===== config.mk =====
export PLATFORM = sky130hd
export DESIGN_NAME = regfile_dumper
export DESIGN_NICKNAME = d
export VERILOG_FILES = /design/src/rtl/regfile_dbg_pkg.sv /design/src/rtl/regfile_dumper.sv
export SDC_FILE = /design/constraint.sdc
export NUM_CORES = 1
export LEC_CHECK = 0
export ABC_CLOCK_PERIOD_IN_PS = 2000
export CORE_MARGIN = 2
export CORE_UTILIZATION = 40
export CTS_BUF_LIST = sky130_fd_sc_hd__clkbuf_8
export CTS_CLUSTER_SIZE = 8
export DETAILED_ROUTE_END_ITERATION = 7
export PLACE_DENSITY = 0.9
export SLEW_MARGIN = 5
export SYNTH_ARGS = -nofsm -noshare
export SYNTH_HDL_FRONTEND = slang
export SYNTH_SLANG_ARGS = --single-unit

===== constraint.sdc =====
create_clock -name clk -period 2 [get_ports clk]
set_input_delay 0.4 -clock clk [delete_from_list [all_inputs] [get_ports clk]]
set_output_delay 0.4 -clock clk [all_outputs]
set_load 0.1 [all_outputs]

===== src/rtl/regfile_dbg_pkg.sv =====
// rtl/regfile_dbg_pkg.sv - shared widths and state encoding for the register-file dumper
package regfile_dbg_pkg;

    localparam int REG_ADDR_W = 5;
    localparam int REG_DATA_W = 32;

    typedef enum logic [1:0] {
        ST_IDLE,
        ST_LOAD,
        ST_SEND,
        ST_FIN
    } dump_state_t;

endpackage


===== src/rtl/regfile_dumper.sv =====
// rtl/regfile_dumper.sv - walks a register-file index range and streams each value as a beat
module regfile_dumper
    import regfile_dbg_pkg::*;
(
    input  logic                  clk,
    input  logic                  rst,
    input  logic                  start,
    input  logic [REG_ADDR_W-1:0] first_addr,
    input  logic [REG_ADDR_W-1:0] last_addr,
    input  logic                  abort,
    output logic [REG_ADDR_W-1:0] ra,
    input  logic [REG_DATA_W-1:0] rd,
    output logic                  out_valid,
    input  logic                  out_ready,
    output logic [REG_ADDR_W-1:0] out_addr,
    output logic [REG_DATA_W-1:0] out_data,
    output logic                  out_last,
    output logic                  busy,
    output logic                  done
);

    dump_state_t           state;
    logic [REG_ADDR_W-1:0] ptr;
    logic [REG_ADDR_W-1:0] last;
    logic                  hs;

    assign ra   = ptr;
    assign hs   = out_valid & out_ready;
    assign busy = (state == ST_LOAD) || (state == ST_SEND);

    always_ff @(posedge clk) begin
        if (rst) begin
            state     <= ST_IDLE;
            ptr       <= '0;
            last      <= '0;
            out_valid <= 1'b0;
            out_addr  <= '0;
            out_data  <= '0;
            out_last  <= 1'b0;
            done      <= 1'b0;
        end else begin
            case (state)
                ST_IDLE: begin
                    done <= 1'b0;
                    if (start) begin
                        last <= last_addr;
                        if (first_addr <= last_addr) begin
                            ptr   <= first_addr;
                            state <= ST_LOAD;
                        end else begin
                            // Inverted range: no beats, just the completion pulse.
                            state <= ST_FIN;
                            done  <= 1'b1;
                        end
                    end
                end
                ST_LOAD, ST_SEND: begin
                    if (abort) begin
                        out_valid <= 1'b0;
                        state     <= ST_IDLE;
                    end else if (state == ST_LOAD || (hs && !out_last)) begin
                        // rd is sampled here, so a same-edge register-file write is not seen.
                        out_data  <= rd;
                        out_addr  <= ptr;
                        out_last  <= (ptr == last);
                        ptr       <= ptr + 1'b1;
                        out_valid <= 1'b1;
                        state     <= ST_SEND;
                    end else if (hs) begin
                        out_valid <= 1'b0;
                        state     <= ST_FIN;
                        done      <= 1'b1;
                    end
                end
                ST_FIN: begin
                    done  <= 1'b0;
                    state <= ST_IDLE;
                end
                default: begin
                    state <= ST_IDLE;
                end
            endcase
        end
    end

endmodule

==> metrics.md <==
| Metric | Value |
|---|---|
| Cell count after synthesis | `between 200 and 300` |
| Max-slew headroom | `62.5%` |
| Dpl ws | `-529 ps` |
| Post-synthesis async set-or-reset flop share | `0%` |
| Max_cap viols | `0` |
| Final WS setup | `between 30 and 40 ps` |
| Dpl cells | `approximately 450` |
| Final Setup Violations | `0` |
| Syn Nets | `~350` |
| Worst-path maximum fanout | `11` |
| TNS Setup | `0 ps` |
| Fin. max-slew vios | `0` |
| Reg2reg setup slack | `40 ps` |
| Ys flop type | `dfxtp_1` |
| Clock transition at path regs | `90 ps` |
| Power Density | `about 1400 nW/µm²` |
| TritonCTS Sinks | `between 50 and 60` |
| Top sig layer | `met4` |
| Die ar. | `roughly 6400 µm²` |
| H-Tree Depth | `2` |
| Clk Tree Root Cell | `clkbuf_8` |
| Hold Crit Class | `reg2reg` |
| Number of diodes | `0` |
| Met3 wire len | `roughly 380 µm` |
| # rows | `27` |
| Met1 Wirelength | `2.64 mm` |
| Vias in the first global route | `around 2200` |
| Crit-path cells | `inv_1, ha_4, inv_4, a21oi_4, o311ai_4, or4_1, a21oi_1` |
| Fillers | `between 400 and 500` |
| Most frequent cell after synthesis | `nand2_1` |
| Synth top cells by count | `nand2_1 (86), a21oi_1 (56), dfxtp_1 (52)` |
| Nets | `around 450` |
| Routability cong. | `about 0.90` |
| Post-synth cell types | `38` |
| Largest net degree at the start of global routing | `39` |
| Post-synth EDFFs | `0` |
| TritonRoute pass-1 iters | `5` |
| Comb pwr share | `around three fifths` |
| Clock power frac | `roughly 13%` |
| Max rail drop VDD | `~1.5 mV` |
| # DRC | `0` |
| Hold Vio Cnt, Final | `0` |
| WL met2 | `between 3 and 4 mm` |
| Clock skew | `about 4.3 ps` |
| Final min period | `1960 ps` |
| Crit. End Element | `register` |
| Clock latency on the worst-skew pair | `around 300 ps` |
| Switching Share | `49.1%` |
| Area of the multi-input gates | `1270 µm²` |
| Sequential area share after synthesis | `between 40 and 50%` |
| Final Cycle Share | `98.2%` |
| Initial Util | `roughly two fifths` |
| Core ar. | `about 5500 µm²` |
| CTS tree | `done` |
| Die H | `approximately 80 µm` |
| Total track usage | `19.3%` |
| Worst setup SP type | `register` |
| First-pass GRT wire length | `around 9.9 mm` |
| Sequential share of power | `about 28%` |
| Cell area after synthesis | `~2300 µm²` |
| Grt ovf | `0` |
| Leak | `~1.4 nW` |
| WL per Instance | `13.7 µm` |
| Ranking of synthesized cells by area | `dfxtp_1 (45%), nand2_1 (14%), a21oi_1 (12%)` |
| Slowest stage delay, CP | `about 520 ps` |
| Drt total wl | `6.42 mm` |
| Synth top area share | `between 40% and 50%` |
| Iteration-0 DRC Markers | `approximately 120` |
| Layout Cells excl Fill | `467` |
| Fmax | `just over 500 MHz` |
| Worst slew pin tran | `563 ps` |
| Via count | `between 2000 and 2500` |
| Die width | `roughly 80 µm` |
| Final hold slack | `462 ps` |
| Antenna violations before repair | `0` |
| Setup CP Type | `reg2reg` |
| Syn_area_per_cell | `approximately 7.9 µm²` |
| Io pins | `93` |
| DP HPWL | `4.31 mm` |
| Buffers on Ports | `a little over 90` |
| Critical Path AT | `2200 ps` |
| Antenna violation net count after detailed routing | `0` |
| Worst EP required | `~2200 ps` |
| Outcome | `complete, no violations` |
| Dominant cell type by area after synthesis | `dfxtp_1` |
| YS warnings | `0` |
| Final Total Pwr | `just under 5 mW` |
| #FFs+latches synth | `52` |
| P_sw | `approximately 2.4 mW` |
| Register area | `around 1000 µm²` |
| Internal power | `around 2.5 mW` |
| CTS buffer count | `5` |
| Ratio of cells with drive above 1 in the final layout | `26.6%` |
| Clock tree buffer depth | `2` |
| Vias per cell | `roughly 5` |
| Critical path's slowest cell | `or4_1` |
| Area delta synth->final | `54.2%` |
==> cell usage in the layout (no fill, tap or decap), types with 3 or more instances in the layout <==
cell type         n
nand2_1          86
buf_4            57
a21oi_1          56
dfxtp_1          46
clkdlybuf4s50_1  36
inv_1             8
dlygate4sd2_1     8
nor2_1            7
nand3_1           7
ha_1              6
clkbuf_8          6
dfxtp_2           6
buf_12            6
inv_2             4
o21ai_0           4
ha_4              4
xor2_1            3
nor3_1            3
and3_4            3
or4_1             3
==> sequential cells by signal, summed over array words and instances, names as in the netlist <==
register / flops
done: 1
last: 5
out_addr: 5
out_data: 32
out_last: 1
out_valid: 1
ra: 5
state: 2
==> through the flow <==
stage               utilization [%]  instance area, µm²
floorplan                         -                2330
global placement               60.0                3320
detailed placement             60.0                3320
CTS                            63.5                3520
global route                   64.4                3570
finish                         64.4                3570
==> per-layer routing <==
metal  GRT usage, %  vias up
li1               -     1194
met4           5.93        0
met5              0        -
met2           33.8       77
met1           23.3     1083
met3           4.61        8
==> cells by family (layout without fill, tap and decap cells) <==
logic type	after synthesis	count (layout)	synth area share [%]
and+or+nand+nor	120	120	22.7
adders and majority gates	10	10	5.41
DFF	52	52	45.0
xor gates and xnor gates	5	5	1.89
AOI/OAI and AO/OA	75	76	19.3
muxes	1	1	0.433
buffers and inverters	29	131	5.35
==> area by class of cell <==
cell class	count	area share, %
Clock buffer	6	2.31
Tap cell	72	2.53
Timing Repair Buffer	111	28.6
Clock inverter	2	0.316
Sequential cell	52	29.4
Inverter	12	1.33
Multi-Input combinational cell	212	35.6
==> worst max-delay path, delay by kind of cell (launching register included) <==
kind            cells  cell delay (ps)
simple gates        1              520
compound gates      3              500
flops               1              360
fa+ha+maj           1              330
buf+inv             2              180
==> path summary, 6_finish.rpt <==
kind	depth (start not counted)	to	from
max	7	ra[0]	state[1]
min	2	out_data[24]	out_data[24]
max reg2reg	7	ra[0]	state[1]
min reg2reg	2	out_data[24]	out_data[24]
==> power groups by stage <==
stage          Clock (mW)  Combinational (mW)  Sequential (mW)
2_1_floorplan           0                1.07             2.16
3_3_place_gp            0                2.52             1.37
3_5_place_dp            0                2.56             1.37
4_1_cts             0.619                2.66             1.36
5_1_grt             0.673                3.01             1.39
6_report            0.610                2.85             1.37
==> what timing repair did <==
item / 4_1_cts / 5_1_grt
gates resized for setup: 25 / 7
endpoints found under the setup margin: 5 / 25
hold buffers: 0 / 0
pin swaps: 5 / 5
buffers inserted: 4 / 2
cloned: 0 / 1
hold endpoints to repair: 0 / 0
Power figures use the tool's default switching activity.
